File: config.mk
export PLATFORM = sky130hd
export DESIGN_NAME = uart_rom_loader
export DESIGN_NICKNAME = d
export VERILOG_FILES = /design/src/rtl/uart_rom_loader.sv
export SDC_FILE = /design/constraint.sdc
export NUM_CORES = 1
export LEC_CHECK = 0
export ABC_AREA = 1
export BUFFER_PORTS_ARGS = -buffer_cell sky130_fd_sc_hd__buf_2
export CORE_MARGIN = 5
export CORE_UTILIZATION = 35
export DETAILED_ROUTE_END_ITERATION = 16
export PLACE_DENSITY = 0.5
export SYNTH_ARGS = -nofsm -noshare
export SYNTH_HDL_FRONTEND = slang
export SYNTH_SLANG_ARGS = --single-unit
File: constraint.sdc
create_clock -name clk -period 2.1 [get_ports clk]
set_input_delay 0.63 -clock clk [delete_from_list [all_inputs] [get_ports clk]]
set_output_delay 0.63 -clock clk [all_outputs]
set_load 0.01 [all_outputs]
File: src/rtl/uart_rom_loader.sv
// UART 8N1 receiver feeding a ROM stream loader: 0xA5, 16-bit length, then 16-bit words, high byte first.
// Optional trailing checksum byte when UART_LOADER_CHECKSUM_EN is defined.
module uart_rom_loader #(
    parameter int CLKS_PER_BIT  = 217,
    parameter int ADDRESS_WIDTH = 15
) (
    input  logic        clk,
    input  logic        reset_n,
    input  logic        uart_rx,
    output logic        rom_loader_reset,
    output logic        rom_loader_load,
    output logic [15:0] rom_loader_data,
    input  logic        rom_loader_ack,
    input  logic        rom_loader_load_received,
    output logic        hack_external_reset,
    output logic        busy,
    output logic        error,
    output logic [5:0]  state_dbg
);
    localparam int          CW      = ADDRESS_WIDTH + 1;
    localparam logic [15:0] HALF_M1 = 16'(CLKS_PER_BIT / 2 - 1);
    localparam logic [15:0] FULL_M1 = 16'(CLKS_PER_BIT - 1);
    localparam logic [16:0] MAX_LEN = 17'(2 ** ADDRESS_WIDTH);

    typedef enum logic [1:0] {RX_IDLE, RX_START, RX_DATA, RX_STOP} rx_state_t;
    typedef enum logic [3:0] {
        IDLE, LEN_H, LEN_L, WAIT_RECV, DATA_H, DATA_L, PRESENT, ACK_LOW,
`ifdef UART_LOADER_CHECKSUM_EN
        CHECK,
`endif
        DONE, ERROR
    } state_t;

    rx_state_t   rx_state, rx_state_n;
    logic        rx_meta, rx_sync, rx_prev;
    logic [15:0] bit_cnt, bit_cnt_n;
    logic [2:0]  bit_idx, bit_idx_n;
    logic [7:0]  rx_shift, rx_shift_n;
    logic        rx_valid, rx_valid_n, rx_ferr, rx_ferr_n;

    always_ff @(posedge clk or negedge reset_n) begin
        if (!reset_n) begin
            rx_meta  <= 1'b1;
            rx_sync  <= 1'b1;
            rx_prev  <= 1'b1;
            rx_state <= RX_IDLE;
            bit_cnt  <= '0;
            bit_idx  <= '0;
            rx_shift <= '0;
            rx_valid <= 1'b0;
            rx_ferr  <= 1'b0;
        end else begin
            rx_meta  <= uart_rx;
            rx_sync  <= rx_meta;
            rx_prev  <= rx_sync;
            rx_state <= rx_state_n;
            bit_cnt  <= bit_cnt_n;
            bit_idx  <= bit_idx_n;
            rx_shift <= rx_shift_n;
            rx_valid <= rx_valid_n;
            rx_ferr  <= rx_ferr_n;
        end
    end

    // Start bit is confirmed half a bit after the falling edge; every later sample lands mid-bit.
    always_comb begin
        rx_state_n = rx_state;
        bit_cnt_n  = bit_cnt + 16'd1;
        bit_idx_n  = bit_idx;
        rx_shift_n = rx_shift;
        rx_valid_n = 1'b0;
        rx_ferr_n  = rx_ferr;
        case (rx_state)
            RX_IDLE: begin
                bit_cnt_n = '0;
                if (rx_prev && !rx_sync) rx_state_n = RX_START;
            end
            RX_START: if (bit_cnt == HALF_M1) begin
                bit_cnt_n  = '0;
                bit_idx_n  = '0;
                rx_state_n = rx_sync ? RX_IDLE : RX_DATA;
            end
            RX_DATA: if (bit_cnt == FULL_M1) begin
                bit_cnt_n  = '0;
                rx_shift_n = {rx_sync, rx_shift[7:1]};
                bit_idx_n  = bit_idx + 3'd1;
                if (bit_idx == 3'd7) rx_state_n = RX_STOP;
            end
            RX_STOP: if (bit_cnt == FULL_M1) begin
                bit_cnt_n  = '0;
                rx_valid_n = 1'b1;
                rx_ferr_n  = !rx_sync;
                rx_state_n = RX_IDLE;
            end
            default: rx_state_n = RX_IDLE;
        endcase
    end

    state_t        state, state_n;
    logic [7:0]    len_h, len_h_n, data_h, data_h_n, byte_buf, byte_buf_n;
    logic          buf_valid, buf_valid_n, done_cnt, done_cnt_n;
    logic [CW-1:0] word_cnt, word_cnt_n;
    logic          load_n, hack_n, pulse_n, err_n;
    logic [15:0]   data_n;
    logic [7:0]    sum, sum_n;
    logic          good_byte, have_byte, consume, go_err;
    logic [7:0]    cur_byte;

    assign good_byte = rx_valid && !rx_ferr;
    assign have_byte = buf_valid || good_byte;
    assign cur_byte  = buf_valid ? byte_buf : rx_shift;
    assign busy      = (state != IDLE);
    assign state_dbg = {rx_state, state};

    always_ff @(posedge clk or negedge reset_n) begin
        if (!reset_n) begin
            state               <= IDLE;
            len_h               <= '0;
            data_h              <= '0;
            byte_buf            <= '0;
            buf_valid           <= 1'b0;
            done_cnt            <= 1'b0;
            word_cnt            <= '0;
            sum                 <= '0;
            rom_loader_load     <= 1'b0;
            rom_loader_reset    <= 1'b0;
            rom_loader_data     <= '0;
            hack_external_reset <= 1'b0;
            error               <= 1'b0;
        end else begin
            state               <= state_n;
            len_h               <= len_h_n;
            data_h              <= data_h_n;
            byte_buf            <= byte_buf_n;
            buf_valid           <= buf_valid_n;
            done_cnt            <= done_cnt_n;
            word_cnt            <= word_cnt_n;
            sum                 <= sum_n;
            rom_loader_load     <= load_n;
            rom_loader_reset    <= pulse_n;
            rom_loader_data     <= data_n;
            hack_external_reset <= hack_n;
            error               <= err_n;
        end
    end

    // Handshake: rom_loader_data is held from entry to PRESENT until ack rises; the next word is
    // only fetched after ack has returned low. Bytes arriving meanwhile wait in a one-byte buffer.
    always_comb begin
        state_n     = state;
        len_h_n     = len_h;
        data_h_n    = data_h;
        byte_buf_n  = byte_buf;
        buf_valid_n = buf_valid;
        done_cnt_n  = 1'b0;
        word_cnt_n  = word_cnt;
        sum_n       = sum;
        load_n      = rom_loader_load;
        hack_n      = hack_external_reset;
        pulse_n     = 1'b0;
        err_n       = error;
        data_n      = rom_loader_data;
        consume     = 1'b0;
        go_err      = 1'b0;
        if ((state == PRESENT || state == ACK_LOW) && good_byte) begin
            if (buf_valid) begin
                go_err = 1'b1;
            end else begin
                buf_valid_n = 1'b1;
                byte_buf_n  = rx_shift;
            end
        end
        case (state)
            IDLE: begin
                buf_valid_n = 1'b0;
                if (good_byte && rx_shift == 8'hA5) begin
                    state_n = LEN_H;
                    err_n   = 1'b0;
                    hack_n  = 1'b1;
                    sum_n   = '0;
                end
            end
            LEN_H: if (have_byte) begin
                consume = 1'b1;
                len_h_n = cur_byte;
                state_n = LEN_L;
            end
            LEN_L: if (have_byte) begin
                consume = 1'b1;
                if ({len_h, cur_byte} == 16'd0 || {1'b0, len_h, cur_byte} > MAX_LEN) begin
                    go_err = 1'b1;
                end else begin
                    word_cnt_n = CW'({len_h, cur_byte});
                    pulse_n    = 1'b1;
                    load_n     = 1'b1;
                    state_n    = WAIT_RECV;
                end
            end
            WAIT_RECV: begin
                if (rx_valid) go_err = 1'b1;
                else if (rom_loader_load_received) state_n = DATA_H;
            end
            DATA_H: if (have_byte) begin
                consume  = 1'b1;
                data_h_n = cur_byte;
                state_n  = DATA_L;
            end
            DATA_L: if (have_byte) begin
                consume = 1'b1;
                data_n  = {data_h, cur_byte};
                state_n = PRESENT;
            end
            PRESENT: if (rom_loader_ack) begin
                state_n    = ACK_LOW;
                word_cnt_n = word_cnt - CW'(1);
            end
            ACK_LOW: if (!rom_loader_ack) begin
                if (word_cnt != '0) begin
                    state_n = DATA_H;
                end else begin
`ifdef UART_LOADER_CHECKSUM_EN
                    state_n = CHECK;
`else
                    state_n = DONE;
                    load_n  = 1'b0;
`endif
                end
            end
`ifdef UART_LOADER_CHECKSUM_EN
            CHECK: if (have_byte) begin
                consume = 1'b1;
                if (8'(sum + cur_byte) == 8'h00) begin
                    state_n = DONE;
                    load_n  = 1'b0;
                end else begin
                    go_err = 1'b1;
                end
            end
`endif
            DONE: begin
                done_cnt_n = 1'b1;
                if (done_cnt) begin
                    hack_n  = 1'b0;
                    state_n = IDLE;
                end
            end
            ERROR: begin
                buf_valid_n = 1'b0;
                state_n     = IDLE;
            end
            default: state_n = IDLE;
        endcase
        if (rx_valid && rx_ferr && state != IDLE) go_err = 1'b1;
        if (consume) begin
            buf_valid_n = buf_valid && good_byte;
            byte_buf_n  = rx_shift;
            sum_n       = sum + cur_byte;
        end
        if (go_err) begin
            state_n     = ERROR;
            load_n      = 1'b0;
            hack_n      = 1'b0;
            err_n       = 1'b1;
            buf_valid_n = 1'b0;
        end
    end
endmodule
[Yosys cells after proc, flatten, opt, wreduce, memory -nomap -nowiden]
Index checks and enable logic that the tools add are counted.
Storage, ports and cells
  output and inout port bits: 27
  input port bits: 5
  flip-flop bits (word level): 100
Operators by class
  magnitude comparators: 1
  reduce and logical (&&, ||, !) cells: 40
  $add $sub $neg: 3
  mux-type cells: 66
  equal/unequal tests: 36
Operators by type and width (number)
  two-way mux 16 bit: 5
  two-way mux 4 bit: 13
  one-hot mux 16 bit (3 select lines): 1
  != test 3 bit, second input constant: 12
  one-hot mux 4 bit (9 select lines): 1
  one-hot mux 16 bit (2 select lines): 1
  two-way mux 1 bit: 29
  two-way mux 8 bit: 3
  adder 16 x 1 -> 16 bit, second input constant: 1
  equality test 16 x 7 -> 1 bit, second input constant: 1
  equality test 16 x 8 -> 1 bit, second input constant: 1
  equality test 4 x 3 -> 1 bit, second input constant: 4
  greater-than comparator 16 bit, second input constant: 1
  zero test 16 bit: 1
  != test 2 bit, second input constant: 8
  nonzero test 16 bit: 1
  subtractor 16 x 1 -> 16 bit, second input constant: 1
  two-way mux 2 bit: 6
  AND reduction 2 bit: 6
  AND reduction 11 bit: 1
  AND reduction 5 bit: 2
  nonzero test 2 bit: 5
  equality test 4 x 2 -> 1 bit, second input constant: 2
  equality test 4 bit, second input constant: 2
  21 further kinds: 38

[Depth between registers and ports, before layout]
Gate-level depths: netlist of the first run.
  depth after elaboration: 10
  depth in mapped cells: 16
  gate-level depth less buffers: 14

[Worst setup path after synthesis of the first run]
Ideal clock, no wire load.
  path kind: reg-to-reg
  start point: register word_cnt[0]
  end point: register word_cnt[8]
  data required time: 1.979 ns
  cell stages (with the launch flop): 10
  buffers on the path: 0
  arrival: 1.536 ns
  slack: 0.443 ns
  period minus slack after synthesis: 1.657 ns
  cell sequence: dfrtp_1 > inv_1 > ha_1 > nand2_1 > nor3_1 > nand2_1 > o21ai_0 > o21ai_0 > o21ai_0 > o21ai_2
Between the ends
  longest elaborated chain between the ends: 3
Ends and longest elaborated chain
  start: declaration: line 102  | logic [CW-1:0] word_cnt, word_cnt_n;
  start signal: assignment: line 137  | word_cnt <= word_cnt_n;
  subtractor 16 x 1 -> 16 bit: line 215  | word_cnt_n = word_cnt - CW'(1);
  two-way mux 16 bit: line 213  | PRESENT: if (rom_loader_ack) begin
  one-hot mux 16 bit (2 select lines): line 173  | case (state)
Every way passes these cells. The select of a mux whose other input is x is not followed.
A chain may end at the register's enable or synchronous reset.

[Final worst setup path of the first run]
  start point: register state[1]
  end point: output busy
Between the ends
  longest elaborated chain between the ends: 1
Ends and longest elaborated chain
  start: declaration: line 99  | state_t state, state_n;
  start signal: assignment: line 131  | state <= state_n;
  nonzero test 4 bit: line 112  | assign busy = (state != IDLE);
  end: declaration: line 16  | output logic busy,
Every way passes these cells.

==> flow_summary.ini, run 1 <==
[status]
status = finished clean

[clock_tree]
insertion_delay_ps = 360
cts_tree = built
cts-buffers-inserted = 9
cts.sinks = 100
cts_hold_buf = 0
clk_path_buf_depth = 2
htreeDepth = 3
root_buffer = clkbuf_16
cts.clk_slew.worst_paths_ps = 70

[global_route]
overflow = 0
grtUsageTotal_pct = 14.8
antenna_found_initial = 0
grt_pass1_vias = 4199
grt_pass1_wl_um = 21200
grt_start_max_net_pins = 48

[die]
row_count = 45
dieHeight_um = 133
initial_utilization_pct = 35.3
io_pins = 32
die_w_um = 133
core_area_um2 = 15100
die-area_um2 = 17800

[timing]
hold_slack_ps = 168
setup_viol = 0
fmax_mhz = 494
rsz0062_at_grt = false
tightest_slew_ps = 459
slew_violations = 0
finalCriticalPeriod_ps = 2020
hold_violations = 0
slew_headroom_pct = 69.3
post-route-period-util_pct = 96.4
fin_setup_tns_ps = 0
fin_skew_ps = 11.9

[cells_and_area]
fin_util_pct = 40.7
diodes = 0
layout-area-overhead-vs-synth_pct = 15.2
drive_above_1_share_pct = 19.2
nets = 724

[setup_path]
cp.required_ps = 1470
critPathCaptureType = primary output
rrSetupSlack_ps = 200
r2r-end = state[0]
arrival_ps = 1390
rr_worst_depth = 14
crit_type = flop to primary output
r2r-start = buf_valid
crit_fanout = 5
cp-start-kind = flop

[placement]
dp_hpwl_um = 9260
gp_congestion = 0.825
port_buffers = 31

[logic_synthesis]
synth_ff_type = dfrtp_1
synthTopCellsByArea = dfrtp_1 46%, nand2_1 12%, inv_1 5.6%
async_flop_share_pct = 100
synth_top_area_share_pct = 45.5
yosysTopAreaCell = dfrtp_1
synthesis.nets = 675
synth_common_cells = 170 x nand2_1, 97 x dfrtp_1, 79 x inv_1
synth_seq_cells = 100
netlist_area_um2 = 5330
synthesis.instances = 665
avgSynthCellArea_um2 = 8.02
synth_cell_types = 45
yosys_warnings = 0
synth-seq-area-share_pct = 47.0
post-synth-top-count-cell = nand2_1
synth-edff-count = 0

[routing]
antenna_left = 0
first_iter_violations = 231
vias_per_cell = 4.85
num_vias = 4396
routedWlPerCell_um = 13.8
drc = 0
routed_wl_um = 12500
drtPass1Iterations = 4

[run]
maxCapViolations = 0

[worst_hold_path]
hold_path.class = input pin to asynchronous set/reset pin

[power]
power_uw = 4050
ir_drop_v = 0.000355
p_leak_uw = 0.00306
p_per_area_nw_per_um2 = 660
stage by stage:
step	instance area, um2	setup WS (ps)	std cells
global placement	5810	134	890
CTS	6130	23.0	907
detailed placement	5810	117	890
finish	6140	76.1	907
global route	6140	2.25	907
floorplan	5330	443	665
report_power, final:
part           switching [uW]  total [uW]  internal, uW
Clock                     791        1730           942
Sequential               59.1        2040          1980
Combinational             174         279           105
sequential cells by signal (all words and copies together) (netlist names), 3 cells and up, named ones only:
register         cells
len_h                8
byte_buf             8
bit_cnt             16
rx_shift             8
bit_idx              3
state                4
data_h               8
word_cnt            16
rom_loader_data     16
cell type report:
type	instances	area, um2
Tap cell	188	235
Clock buffer	9	225
Multi-Input combinational cell	464	2400
Timing Repair Buffer	54	368
Fill cell	1564	8950
Inverter	85	327
Sequential cell	100	2510
Clock inverter	7	77.6
cells by family (layout without fill, tap and decap cells):
logic type      Yosys count  count (layout)  synth area share, %
simple gates            329             329                 27.6
compound gates          109             109                 12.2
buf+inv                 101             155                 8.38
flops                   100             100                 47.0
xor+xnor                 15              15                 2.46
mux                       6               6                 1.20
fa+ha+maj                 5               5                 1.17
critical path, stage by stage, from the launching register on:
cell,delay (ps)
dfrtp_1,380
buf_4,160
nor2_4,100
inv_1,60
nor2_2,130
inv_2,70
buf_2,140
worst max path at each step:
stage | end | from | cells past startpoint
after global routing | busy | state[1] | 6
after detailed placement | state[0] | buf_valid | 14
after floorplan | word_cnt[8] | word_cnt[0] | 9
final | busy | state[1] | 6
after CTS | busy | state[3] | 5
after global placement | rom_loader_load | word_cnt[0] | 9
routing by layer:
layer	GRT usage, %	vias up	wire [um]	share of wire (%)
met5	0	-	0	0
met1	21.3	2057	6480	52
met3	3.13	10	481	3.8
li1	-	2245	-	-
met2	21.9	84	5360	43
met4	5.54	0	189	1.5
placed cells by master, fill, tap and decap left out, types with 6 or more instances in the layout:
| cell type | synthesis | routed |
|---|---|---|
| a21oi_1 | 19 | 19 |
| buf_2 | 5 | 30 |
| buf_4 | 0 | 21 |
| clkbuf_16 | 0 | 9 |
| dfrtp_1 | 97 | 94 |
| inv_1 | 79 | 77 |
| inv_2 | 4 | 6 |
| nand2_1 | 170 | 169 |
| nand2_2 | 11 | 12 |
| nand3_1 | 30 | 29 |
| nand4_1 | 6 | 6 |
| nor2_1 | 76 | 74 |
| nor2_2 | 6 | 7 |
| nor3_1 | 11 | 10 |
| o21ai_0 | 55 | 54 |
| o21ai_2 | 11 | 11 |
| o221ai_1 | 8 | 8 |
| xor2_1 | 10 | 10 |
timing repair:
action / in CTS / in global routing
buffers inserted: 1 / 0
pin swaps: 0 / 0
resized for setup: 6 / 6
setup endpoints to repair: 1 / 20
(Power assumes the default switching activity.)
==> run 2, diff against run 1 <==
CAP_MARGIN = 25   (was default)
CORE_UTILIZATION = 55   (was 35)
PLACE_DENSITY = 0.72   (was 0.5)
==> run 2 against run 1 <==
Flip-flop and latch count stayed put. Cell count fell by 6.3%. Critical path depth shrank 1. Maximum frequency rose by 1.6%. Register-to-register slack hardly changed. Power is 16% lower. Core utilization rose by 21 points. Critical path type unchanged. Non-clock buffer count fell by 2. Combinational power is essentially flat.
==> flow_summary.ini, run 2 (synthesized netlist as in run 1, its figures left out) <==
[status]
status = finished clean

[setup_path]
path_common_cell = inv_1
cp.buffers_inverters = 3
crit_type = flop to primary output
crit_path_top_delay_cell = dfrtp_2
crit_start = state[3]
r2r-start = word_cnt[0]
cp_top_family = flip-flops
cp-start-kind = flop
crit_fanout = 6
critPathCaptureType = primary output
cp.required_ps = 1470
cp_slowest_stage_delay_ps = 460
path_cells = inv_1, nand2_4, nor2_4, inv_1, buf_2
arrival_ps = 1360

[timing]
hold_slack_ps = 319
fmax_mhz = 502
fin_setup_tns_ps = 0
slew_violations = 0
fin_skew_ps = 7.74
slew_headroom_pct = 66.2
finalCriticalPeriod_ps = 1990
setup_viol = 0
hold_violations = 0
tightest_slew_ps = 507
post-route-period-util_pct = 94.8
rsz0062_at_grt = false

[die]
die_w_um = 108
initial_utilization_pct = 55.6
row_count = 36
die-area_um2 = 11800
core_area_um2 = 9590
io_pins = 32
dieHeight_um = 108

[clock_tree]
cts_hold_buf = 0
cts-buffers-inserted = 9
htreeDepth = 3
clk_path_buf_depth = 2
cts.sinks = 100
cts.clk_slew.worst_paths_ps = 90
insertion_delay_ps = 360
cts_tree = built
root_buffer = clkbuf_8

[power]
power_uw = 3410
ir_drop_v = 0.000284
p_leak_uw = 0.00298
p_per_area_nw_per_um2 = 576

[cells_and_area]
nFillCells = 889
drive_above_1_share_pct = 19.1
nets = 722
most-common-layout-cells = 168 x nand2_1, 93 x dfrtp_1, 77 x inv_1
fin_util_pct = 61.7
final-instance-count-excl-fill = 850
reg_top3 = bit_cnt: 16 flops, rom_loader_data: 16 flops, word_cnt: 16 flops
diodes = 0
layout_commonest_cell = nand2_1
layout-area-overhead-vs-synth_pct = 11.0

[worst_hold_path]
hold_path.class = input pin to asynchronous set/reset pin

[placement]
dp_cells = 829
port_buffers = 31
dp_hpwl_um = 8460
gp_congestion = 0.881

[run]
maxCapViolations = 0

[global_route]
antenna_found_initial = 0
grt_pass1_wl_um = 20300
grtUsageTotal_pct = 21.5
overflow = 0
grt_start_max_net_pins = 101
grt_pass1_vias = 4420

[routing]
routed_wl_um = 11500
vias_per_cell = 5.27
antenna_left = 0
drtPass1Iterations = 5
routedWlPerCell_um = 13.6
first_iter_violations = 226
drc = 0
num_vias = 4478
run 2: changes by cell type in the layout (fill, tap and decap cells not counted), sizes merged:
| cell | change |
|---|---|
| buf | -3 |
| clkinv | +1 |
| bufinv | -1 |
| clkinvlp | +3 |
| inv | -4 |
| clkbuf | +2 |
run 2: per-layer routing:
metal / track usage, % / share of wire (%) / vias to the layer above
met5: 0 / 0 / -
met2: 34.6 / 47 / 110
li1: - / - / 2238
met3: 5.01 / 5.8 / 17
met4: 6.31 / 1.5 / 0
met1: 29.1 / 45 / 2113
run 2: worst register-to-register path, stage by stage (launching register included):
cell and delay (ps):
dfrtp_1 370, inv_1 130, ha_1 210, nand2_1 120
nor2_1 210, nand4_1 200, o21ai_0 270, nand4_1 180
nand2_1 90, nor2_1 40
run 2: report_power, final:
part	switching (uW)	internal (uW)	total, uW
Clock	662	429	1090
Combinational	178	103	281
Sequential	55.4	1980	2040
run 2: worst paths after layout:
check | slack (ps) | to | cells after the start
hold / removal | 320 | rom_loader_data[15] | 2
setup / recovery | 110 | busy | 5
min in group clk | 350 | rx_sync | 0
hold reg to reg | 350 | rx_sync | 0
setup reg to reg | 190 | rom_loader_load | 9
max in group asynchronous | 1390 | buf_valid | 2
run 2: layout make-up:
class / count / area, um2 / share of cell area [%]
timing repair buffer: 52 / 338 / 5.71
tap: 133 / 166 / 2.81
sequential: 100 / 2510 / 42.4
clock inverter: 6 / 41.3 / 0.698
multi-input combinational: 464 / 2410 / 40.7
inverter: 85 / 327 / 5.52
clock buffer: 10 / 128 / 2.16
run 2: stage by stage:
| step | area [um2] | setup slack [ps] |
|---|---|---|
| 2_1_floorplan | 5330 | 443 |
| 3_3_place_gp | 5680 | 190 |
| 3_5_place_dp | 5680 | 119 |
| 4_1_cts | 5860 | 13.4 |
| 5_1_grt | 5920 | 7.79 |
| 6_report | 5920 | 109 |
run 2: what timing repair did:
action | CTS | global route
resized for setup | 4 | 10
endpoints found under the setup margin | 1 | 25
setup buffers | 1 | 4
